--- src/rtl/irq_sched_pkg.sv ---
`default_nettype none
// ------------------------------------------------------------------
// irq_sched_pkg : shared interrupt cause codes and scheduler states
// Rev 1.0
// ------------------------------------------------------------------
package irq_sched_pkg;

  localparam logic [30:0] IRQ_CODE_MSI = 31'd3;
  localparam logic [30:0] IRQ_CODE_MTI = 31'd7;
  localparam logic [30:0] IRQ_CODE_MEI = 31'd11;

  typedef enum logic [1:0] {
    IDLE = 2'd0,
    REQ  = 2'd1,
    TRAP = 2'd2,
    GAP  = 2'd3
  } irq_sched_state_t;

endpackage
`default_nettype wire

--- src/rtl/irq_sync.sv ---
`default_nettype none
// ------------------------------------------------------------------
// irq_sync : N-stage single-bit synchronizer with synchronous clear
// Rev 1.0
// ------------------------------------------------------------------
module irq_sync #(
  parameter int STAGES = 2
) (
  input  logic clk,
  input  logic rst,
  input  logic d_i,
  output logic q_o
);

  generate
    if (STAGES == 0) begin : g_bypass
      logic unused_clk_rst;
      assign unused_clk_rst = clk ^ rst;
      assign q_o = d_i;
    end else begin : g_flops
      logic [STAGES-1:0] sync_q;
      always_ff @(posedge clk) begin
        if (rst) begin
          sync_q <= '0;
        end else begin
          sync_q <= (sync_q << 1) | STAGES'(d_i);
        end
      end
      assign q_o = sync_q[STAGES-1];
    end
  endgenerate

endmodule
`default_nettype wire

--- src/rtl/irq_sched.sv ---
`default_nettype none
// ------------------------------------------------------------------
// irq_sched : interrupt sync, masking, priority and trap handshake
// Rev 1.0
// ------------------------------------------------------------------
module irq_sched
  import irq_sched_pkg::*;
#(
  parameter int SYNC_STAGES = 2,
  parameter int MIN_GAP     = 1
) (
  input  logic        clk,
  input  logic        rst,
  input  logic        software_interrupt,
  input  logic        timer_interrupt,
  input  logic        external_interrupt,
  input  logic        debug_interrupt,
  input  logic        mstatus_mie,
  input  logic        mie_msie,
  input  logic        mie_mtie,
  input  logic        mie_meie,
  input  logic        trap_take,
  input  logic        irq_ack,
  input  logic        mret,
  output logic        irq_req,
  output logic [30:0] irq_cause,
  output logic        irq_debug,
  output logic        mip_msip,
  output logic        mip_mtip,
  output logic        mip_meip,
  output logic        in_trap
);

  localparam int GAP_W = (MIN_GAP > 0) ? $clog2(MIN_GAP + 1) : 1;

  // bit order: {debug, external, timer, software}
  logic [3:0] raw_lines;
  logic [3:0] sync_lines;

  assign raw_lines = {debug_interrupt, external_interrupt, timer_interrupt, software_interrupt};

  generate
    for (genvar i = 0; i < 4; i++) begin : g_sync
      irq_sync #(
        .STAGES (SYNC_STAGES)
      ) u_sync (
        .clk (clk),
        .rst (rst),
        .d_i (raw_lines[i]),
        .q_o (sync_lines[i])
      );
    end
  endgenerate

  irq_sched_state_t state_q, state_d;
  logic [30:0]      cause_q, cause_d;
  logic             is_dbg_q, is_dbg_d;
  logic [GAP_W-1:0] gap_q, gap_d;
  logic             dbg_prev_q;
  logic             dbg_sticky_q, dbg_sticky_d;
  logic             dbg_clr;

  logic msi_elig, mti_elig, mei_elig, any_elig, latched_elig, dbg_rise;
  logic [30:0] pick_cause;
  logic        pick_dbg;

  assign msi_elig = mstatus_mie & mie_msie & sync_lines[0];
  assign mti_elig = mstatus_mie & mie_mtie & sync_lines[1];
  assign mei_elig = mstatus_mie & mie_meie & sync_lines[2];
  assign any_elig = dbg_sticky_q | mei_elig | msi_elig | mti_elig;
  assign dbg_rise = sync_lines[3] & ~dbg_prev_q;

  always_comb begin
    pick_dbg   = 1'b0;
    pick_cause = IRQ_CODE_MTI;
    if (dbg_sticky_q) begin
      pick_dbg   = 1'b1;
      pick_cause = '0;
    end else if (mei_elig) begin
      pick_cause = IRQ_CODE_MEI;
    end else if (msi_elig) begin
      pick_cause = IRQ_CODE_MSI;
    end
  end

  // A latched debug request never withdraws; the others follow their source.
  assign latched_elig = is_dbg_q
                      | ((cause_q == IRQ_CODE_MEI) & mei_elig)
                      | ((cause_q == IRQ_CODE_MSI) & msi_elig)
                      | ((cause_q == IRQ_CODE_MTI) & mti_elig);

  always_comb begin
    state_d  = state_q;
    cause_d  = cause_q;
    is_dbg_d = is_dbg_q;
    gap_d    = gap_q;
    dbg_clr  = 1'b0;
    case (state_q)
      IDLE: begin
        if (any_elig && !trap_take) begin
          state_d  = REQ;
          cause_d  = pick_cause;
          is_dbg_d = pick_dbg;
        end
      end
      REQ: begin
        if (trap_take && irq_ack) begin
          state_d = TRAP;
          dbg_clr = is_dbg_q;
        end else if (trap_take || !latched_elig) begin
          state_d = IDLE;
        end
      end
      TRAP: begin
        if (mret) begin
          if (MIN_GAP == 0) begin
            state_d = IDLE;
          end else begin
            state_d = GAP;
            gap_d   = GAP_W'(MIN_GAP);
          end
        end
      end
      GAP: begin
        gap_d = gap_q - GAP_W'(1);
        if (gap_q <= GAP_W'(1)) begin
          state_d = IDLE;
        end
      end
      default: state_d = IDLE;
    endcase
  end

  // A fresh edge wins over the clear so it is not lost.
  assign dbg_sticky_d = dbg_rise ? 1'b1 : (dbg_clr ? 1'b0 : dbg_sticky_q);

  always_ff @(posedge clk) begin
    if (rst) begin
      state_q      <= IDLE;
      cause_q      <= '0;
      is_dbg_q     <= 1'b0;
      gap_q        <= '0;
      dbg_prev_q   <= 1'b0;
      dbg_sticky_q <= 1'b0;
    end else begin
      state_q      <= state_d;
      cause_q      <= cause_d;
      is_dbg_q     <= is_dbg_d;
      gap_q        <= gap_d;
      dbg_prev_q   <= sync_lines[3];
      dbg_sticky_q <= dbg_sticky_d;
    end
  end

  assign irq_req   = (state_q == REQ);
  assign irq_cause = irq_req ? cause_q : '0;
  assign irq_debug = irq_req & is_dbg_q;
  assign in_trap   = (state_q == TRAP);
  assign mip_msip  = sync_lines[0];
  assign mip_mtip  = sync_lines[1];
  assign mip_meip  = sync_lines[2];

endmodule
`default_nettype wire

--- config.mk ---
export PLATFORM = sky130hd
export DESIGN_NAME = irq_sched
export DESIGN_NICKNAME = d
export VERILOG_FILES = /design/src/rtl/irq_sched_pkg.sv /design/src/rtl/irq_sync.sv /design/src/rtl/irq_sched.sv
export SDC_FILE = /design/constraint.sdc
export NUM_CORES = 1
export LEC_CHECK = 0
export ABC_CLOCK_PERIOD_IN_PS = 2700
export CAP_MARGIN = 15
export CORE_ASPECT_RATIO = 1.5
export CORE_UTILIZATION = 40
export CTS_CLUSTER_SIZE = 25
export DETAILED_ROUTE_END_ITERATION = 16
export GPL_TIMING_DRIVEN = 0
export PLACE_DENSITY = 0.92
export RECOVER_POWER = 25
export SLEW_MARGIN = 0
export SYNTH_ARGS = -nofsm -noshare
export SYNTH_HDL_FRONTEND = slang
export SYNTH_HIERARCHICAL = 1
export SYNTH_SLANG_ARGS = --single-unit
--- constraint.sdc ---
create_clock -name clk -period 2.7 [get_ports clk]
set_input_delay 0.54 -clock clk [delete_from_list [all_inputs] [get_ports clk]]
set_output_delay 0.54 -clock clk [all_outputs]
set_load 0.005 [all_outputs]
# Yosys cells after proc, flatten, opt, wreduce, memory -nomap -nowiden
# Index checks and enable logic that the tools add are counted.
[word_totals] elab_cells=72 regBits=45 out_inout_bits=37 in_bits=13
[op_classes] bitwise_logic=22 reduce_logical=11 n_mux=17 n_lt_le_gt_ge=1 add_sub_neg=1 n_eq_ne=10
[op_table] operator="$eq 31x2->1 const B" count=1
[op_table] operator="$eq 31x3->1 const B" count=1
[op_table] operator="$eq 31x4->1 const B" count=1
[op_table] operator="$mux 31" count=1
[op_table] operator="$and 1x1->1" count=11
[op_table] operator="$mux 2" count=5
[op_table] operator="$mux 4" count=2
[op_table] operator="$or 2x1->2" count=4
[op_table] operator="$pmux 2 s4" count=1
[op_table] operator="$mux 1" count=6
[op_table] operator="$ne 2x2->1 const B" count=3
[op_table] operator="$or 1x1->1" count=6
[op_table] operator="$eq 2x2->1 const B" count=2
[op_table] operator="$reduce_and 2->1" count=2
[op_table] operator="$reduce_and 4->1" count=1
[op_table] operator="$reduce_bool 2->1" count=2
[op_table] operator="$mux 3" count=1
[op_table] operator="$ne 3x1->1 const B" count=1
[op_table] operator="$eq 2x1->1 const B" count=1
[op_table] operator="$logic_and 1x1->1" count=2
[op_table] operator="$logic_not 1->1" count=2
[op_table] operator="$logic_not 2->1" count=1
[op_table] operator="$pmux 1 s2" count=1
[op_table] operator="$le 1x1->1 const B" count=1
[op_table] operator="other kinds (3)" count=3

# Logic depth before layout (Yosys ltp)
# Gate-level depths: netlist of run 1.
[logic_depth] ltp_word=11 mapped_depth=5 depth_no_buf=4

# Modules after synthesis
# Netlist of run 1, hierarchy kept.
[modules_own_cells] module="irq_sched" area_each_um2=646.9 cells_each=82 seq_area_each_um2=160.2 n_inst=1
[modules_own_cells] module="irq_sync" area_each_um2=52.6 cells_each=4 seq_area_each_um2=40.0 n_inst=4

# Worst setup path before layout of run 1
# Ideal clock, no wire load.
[synth_timing] path_kind="register to output" from="register state_q[0]" to="output port irq_cause[1]" path_buffers=2 slack_ps=1275 arrival_ps=885 required_time_ps=2160 path_stages_with_launch=5 path_cell_list="dfxtp_1 -> nor2b_1 -> buf_2 -> and2_1 -> buf_4"
[synth_via] elab_chain_len=2
[synth_rtl] item="from (decl)" line="irq_sched.sv:55" rtl="irq_sched_state_t state_q, state_d;"
[synth_rtl] item="from (signal assigned)" line="irq_sched.sv:146" rtl="state_q <= state_d;"
[synth_rtl] item="$eq 2x1->1" line="irq_sched.sv:155" rtl="assign irq_req = (state_q == REQ);"
[synth_rtl] item="net irq_req" line="irq_sched.sv:25" rtl="output logic irq_req,"
[synth_rtl] item="$mux 31" line="irq_sched.sv:156" rtl="assign irq_cause = irq_req ? cause_q : '0;"
[synth_rtl] item="to (decl)" line="irq_sched.sv:26" rtl="output logic [30:0] irq_cause,"
# The timed path passes the listed nets, and every way through them passes these cells.

# Final worst setup path of run 1
[layout_timing] from="register state_q[0]" to="output port irq_cause[1]"
[layout_via] elab_chain_len=2
[layout_rtl] item="$eq 2x1->1" line="irq_sched.sv:155"
[layout_rtl] item="$mux 31" line="irq_sched.sv:156"
# Every way passes these cells.

==> results_dict.tcl, run 1 <==
set metrics [dict create \
    status "complete, no violations" \
    worstPathArrival_ns 1.71 \
    hpwlAfterDp_mm 1.328 \
    fin_nets 164 \
    power_density_mw_per_mm2 375.0 \
    hold_buffers 0 \
    drv_cap 0 \
    crit_slowest_cell "clkdlybuf4s50_1" \
    path_buf_inv 3 \
    p_int_mw 0.3540 \
    cts_setup_buffers 0 \
    combPwrFrac_pct 20.4 \
    coreArea_mm2 0.002027 \
    antenna_cells 0 \
    drive_above_1_share_pct 23.49 \
    ios 50 \
    p_clk_share_pct 24.6 \
    ys_types 29 \
    cts-resized-gates 0 \
    clockRootBuffer "clkbuf_4" \
    die_area_mm2 0.002336 \
    cp-end-kind "output pin" \
    holdWs_ns 0.4467 \
    postRouteAntennaNets 0 \
    finalHoldViolCount 0 \
    grt_first_pass_wirelength_mm 2.435 \
    vias_per_cell 4.368 \
    grt_max_degree 10 \
    slew_violations 0 \
    postSynthAreaPerCell_um2 8.746 \
    clkTransAtPathRegs_ns 0.08 \
    final_common_cell "buf_4" \
    grt_remaining_overflow 0 \
    slowest_delay_ns 0.48 \
    hp-class "reg -> reg" \
    period_minus_slack_ns 2.248 \
    dr.pass1.iters 4 \
    syn_to_final_growth_pct 42.92 \
    crit_chain "nor2b_1 > buf_2 > and2_1 > buf_4 > clkdlybuf4s50_1" \
    gp_congestion 0.7611 \
    crit_family "buffers and inverters" \
    synth-seq-area-share_pct 37.37 \
    startpoint_type "flip-flop" \
    wl_mm 1.540 \
    power.leakage_nw 0.5725 \
    final_cell_mix "buf_4, conb_1, clkdlybuf4s50_1, dfxtp_1, nor2b_1" \
    worst-path-max-fanout 8 \
    path_class "reg -> out" \
    swShare_pct 22.93 \
    synth_cells 98 \
    synthesis.area_um2 857.1 \
    port_buffers 22 \
    vias 747 \
    clkSinkCount 16 \
    ctsLongestPathBuffers 2 \
    drc 0 \
    drt_iter0_drc 17 \
    required_ns 2.16 \
    initial_core_util_pct 42.28 \
    skew_ns 0.002185 \
    htreeDepth 1 \
    numCtsBuffers 3 \
    die_x_um 39.80 \
    post-route-period-util_pct 83.24 \
    clkLatencyLatePin_ns 0.27 \
    finalSetupViolations 0 \
    seqPwrFrac_pct 54.9 \
    finalSetupTns_ns 0 \
    antenna_found_initial 0 \
    max_freq_mhz 444.9 \
    gr-usage-all-layers_pct 15.26 \
    utilization_pct 60.43 \
    die_h_um 58.69 \
    yosys_warnings 6 \
    grt_pass1_vias 608 \
    row_count 20 \
    fill_cells 191 \
    synth_seq_cells 16 \
    ir_drop_mv 0.3142 \
    tritoncts "done" \
    wire_per_inst_um 9.006 \
    switchingPower_mw 0.1053 \
    rsz0062_at_grt "false" \
]
[logic make-up (layout without fill, tap and decap cells)]
group | after synthesis | after routing | synth area share (%)
compound gates | 21 | 21 | 16.06
buf+inv | 33 | 58 | 26.86
flops | 16 | 16 | 37.37
other cells | 1 | 27 | 0.4375
simple gates | 27 | 27 | 19.27
[layout make-up]
cell class	count	area, um2	share of cell area [%]
well taps	22	27.53	2.247
repair buffers	22	220.2	17.98
inverters	3	11.26	0.9193
flip-flops and latches	16	320.3	26.15
clock buffers	3	22.52	1.839
plain buffers	30	219.0	17.88
multi-input cells	75	404.1	32.99
[power groups by stage]
| stage | clock network (mW) | logic [mW] | registers [mW] |
|---|---|---|---|
| global route | 0.129 | 0.106 | 0.254 |
| finish | 0.113 | 0.0939 | 0.252 |
| detailed placement | 0 | 0.0928 | 0.258 |
| global placement | 0 | 0.0903 | 0.257 |
| floorplan | 0 | 0.0608 | 0.256 |
| CTS | 0.120 | 0.0931 | 0.252 |
[cell usage after synthesis]
cell | number | area (um2)
a41oi_1 | 1 | 8.760
a22oi_2 | 1 | 12.51
a222oi_1 | 1 | 10.01
o31ai_1 | 1 | 7.510
o21a_2 | 1 | 8.760
nor3_1 | 1 | 5.000
buf_2 | 1 | 5.000
buf_4 | 28 | 210.2
nor2_1 | 2 | 7.510
nand2_1 | 2 | 7.510
nor3_2 | 1 | 10.01
o21ai_0 | 1 | 5.000
a211oi_1 | 1 | 7.510
a21oi_1 | 8 | 40.04
o21ai_1 | 3 | 15.01
nand3b_1 | 1 | 7.510
conb_1 | 1 | 3.750
dfxtp_1 | 16 | 320.3
or3_1 | 1 | 6.260
o2111ai_1 | 1 | 8.760
a22oi_1 | 1 | 7.510
nor2b_1 | 11 | 68.82
inv_1 | 3 | 11.26
and2_1 | 4 | 25.02
clkbuf_1 | 1 | 3.750
a31oi_1 | 1 | 6.260
nor3b_1 | 1 | 7.510
nand3_1 | 2 | 10.01
and4b_1 | 1 | 10.01
[state kept, by name, indices dropped and copies added (netlist names), named ones only]
register,count
is_dbg_q,1
dbg_prev_q,1
dbg_sticky_q,1
state_q,1
g_sync.u_sync/g_flops.sync_q,8
cause_q,3
[per-stage QoR]
stage | worst slack, ns | cells | cell area, um2 | power, mW
final | 0.4524 | 171 | 1225 | 0.4594
after global routing | 0.3281 | 171 | 1225 | 0.4889
after CTS | 0.4448 | 171 | 1225 | 0.4649
after detailed placement | 0.5626 | 168 | 1202 | 0.3507
after global placement | 0.6970 | 168 | 1202 | 0.3474
after floorplan | 1.275 | 124 | 954.7 | 0.3171
[layer usage]
metal	routed length [um]	part of all wire, %	track usage [%]
met2	871	57	28.34
met4	14	0.91	8.867
met1	500	32	15.29
met3	154	10	1.132
met5	0	0	0
[worst paths after layout]
check,slack (ns),from,to,depth (start not counted)
max,0.45,state_q[0]$_SDFFE_PP0P_,irq_cause[1],5
min,0.45,g_sync[3].u_sync/g_flops.sync_q[0]$_SDFF_PP0_,g_sync[3].u_sync/g_flops.sync_q[1]$_SDFF_PP0_,1
max reg2reg,1.21,g_sync[2].u_sync/g_flops.sync_q[1]$_SDFF_PP0_,cause_q[1]$_SDFFE_PP0P_,4
min reg2reg,0.45,g_sync[3].u_sync/g_flops.sync_q[0]$_SDFF_PP0_,g_sync[3].u_sync/g_flops.sync_q[1]$_SDFF_PP0_,1
No activity file was read; power rests on OpenSTA's default activity.
==> inputs of run 2 (changes only) <==
ABC_CLOCK_PERIOD_IN_PS = 2130   (was 2700)
CORE_UTILIZATION = 37   (was 40)
PLACE_DENSITY = 0.87   (was 0.92)
clock period = 2.13 ns   (was 2.7 ns; I/O delays follow)
==> results_dict.tcl, run 2 (same netlist as run 1, synthesis figures left out) <==
set metrics [dict create \
    postRouteAntennaNets 0 \
    clockRootBuffer "clkbuf_4" \
    grt_first_pass_wirelength_mm 2.090 \
    cp-end-kind "output pin" \
    drt-met1-wl_um 516 \
    dpl_worst_slack_ns 0.1689 \
    ctsLongestPathBuffers 2 \
    fin_nets 164 \
    grt_pass1_vias 558 \
    antenna_cells 0 \
    max_freq_mhz 482.2 \
    top_regs "g_sync.u_sync/g_flops.sync_q (8), cause_q (3)" \
    power_density_mw_per_mm2 501.0 \
    numCtsBuffers 3 \
    rr_startpoint "g_sync[2].u_sync/g_flops.sync_q[1]$_SDFF_PP0_" \
    worst-path-max-fanout 8 \
    power.leakage_nw 0.5818 \
    die_x_um 41.30 \
    ios 50 \
    htreeDepth 1 \
    clkLatencyLatePin_ns 0.28 \
    finalSetupViolations 0 \
    slew_violations 0 \
    startpoint "state_q[0]$_SDFFE_PP0P_" \
    initial_core_util_pct 38.83 \
    post-route-period-util_pct 97.37 \
    hold_buffers 0 \
    gp_congestion 0.7640 \
    dr.pass1.iters 4 \
    wl_met3_um 156 \
    hp-class "reg -> reg" \
    vias_per_cell 4.283 \
    hpwlAfterDp_mm 1.312 \
    clkSinkCount 16 \
    ir_drop_mv 0.4226 \
    clkTransAtPathRegs_ns 0.09 \
    drv_cap 0 \
    largest-register "g_sync.u_sync/g_flops.sync_q" \
    status "complete, no violations" \
    die_area_mm2 0.002517 \
    final_common_cell "buf_4" \
    skew_ns 0.001762 \
    startpoint_type "flip-flop" \
    cts_setup_buffers 0 \
    dpl.cell_count 169 \
    finalHoldViolCount 0 \
    row_count 21 \
    path_class "reg -> out" \
    drc 0 \
    period_minus_slack_ns 2.074 \
    coreArea_mm2 0.002207 \
    wire_per_inst_um 9.098 \
    cts-resized-gates 1 \
    worstPathArrival_ns 1.65 \
    antenna_found_initial 0 \
    largest_reg_flops 8 \
    grt_remaining_overflow 0 \
    fin_ws_ns 0.05601 \
    tritoncts "done" \
    wl_mm 1.574 \
    syn_to_final_growth_pct 46.72 \
    drive_above_1_share_pct 25.33 \
    gr-usage-all-layers_pct 12.16 \
    drt_iter0_drc 22 \
    grt_max_degree 10 \
    hold_start "g_sync[0].u_sync/g_flops.sync_q[0]$_SDFF_PP0_" \
    required_ns 1.70 \
    vias 741 \
    final_cell_mix "buf_4, conb_1, clkdlybuf4s50_1, dfxtp_1, nor2b_1" \
    stdcell_count 173 \
    port_buffers 22 \
    utilization_pct 56.97 \
    fill_cells 193 \
    routed.top_layer "met3" \
    dr_wl_met2_um 901 \
    die_h_um 60.95 \
]
==> run 2: where the power goes <==
| group | switching [mW] | internal (mW) |
|---|---|---|
| combinational | 0.0472 | 0.0732 |
| clock | 0.0864 | 0.104 |
| sequential | 0.00840 | 0.311 |
==> run 2: metrics by stage <==
stage / hold WS (ns) / total power, mW / TNS, ns / cell area, um2
2_1_floorplan: 0.4138 / 0.4019 / 0 / 954.7
3_3_place_gp: 0.4192 / 0.4405 / 0 / 1204
3_5_place_dp: 0.4359 / 0.4437 / 0 / 1204
4_1_cts: 0.4552 / 0.6335 / 0 / 1241
5_1_grt: 0.4668 / 0.6721 / -0.02866 / 1257
6_report: 0.4494 / 0.6300 / 0 / 1257
==> run 2: cell type report <==
| class | count | area [um2] | area share [%] |
|---|---|---|---|
| Inverter | 3 | 11.26 | 0.8955 |
| Timing Repair Buffer | 22 | 220.2 | 17.51 |
| Buffer | 30 | 225.2 | 17.91 |
| Sequential cell | 16 | 324.1 | 25.77 |
| Tap cell | 23 | 28.78 | 2.289 |
| Multi-Input combinational cell | 75 | 411.6 | 32.74 |
| Clock buffer | 4 | 36.28 | 2.886 |
==> run 2: final timing paths <==
path	to	slack, ns	cells after the start
worst max-delay path	irq_cause[1]	0.06	5
worst min-delay path	g_sync[0].u_sync/g_flops.sync_q[1]$_SDFF_PP0_	0.45	1
worst max register to register	state_q[0]$_SDFFE_PP0P_	0.72	4
worst min register to register	g_sync[0].u_sync/g_flops.sync_q[1]$_SDFF_PP0_	0.45	1
==> run 2: metal layers <==
metal	global-route usage (%)	vias up
met4	4.147	0
li1	-	383
met2	24.78	34
met5	0	-
met1	10.53	324
met3	2.198	0
==> run 2: worst max-delay path: stages (launching register included) <==
cell             delay, ns
dfxtp_4               0.37
nor2b_4               0.14
buf_6                 0.12
and2_1                0.16
buf_4                 0.11
clkdlybuf4s50_1       0.48
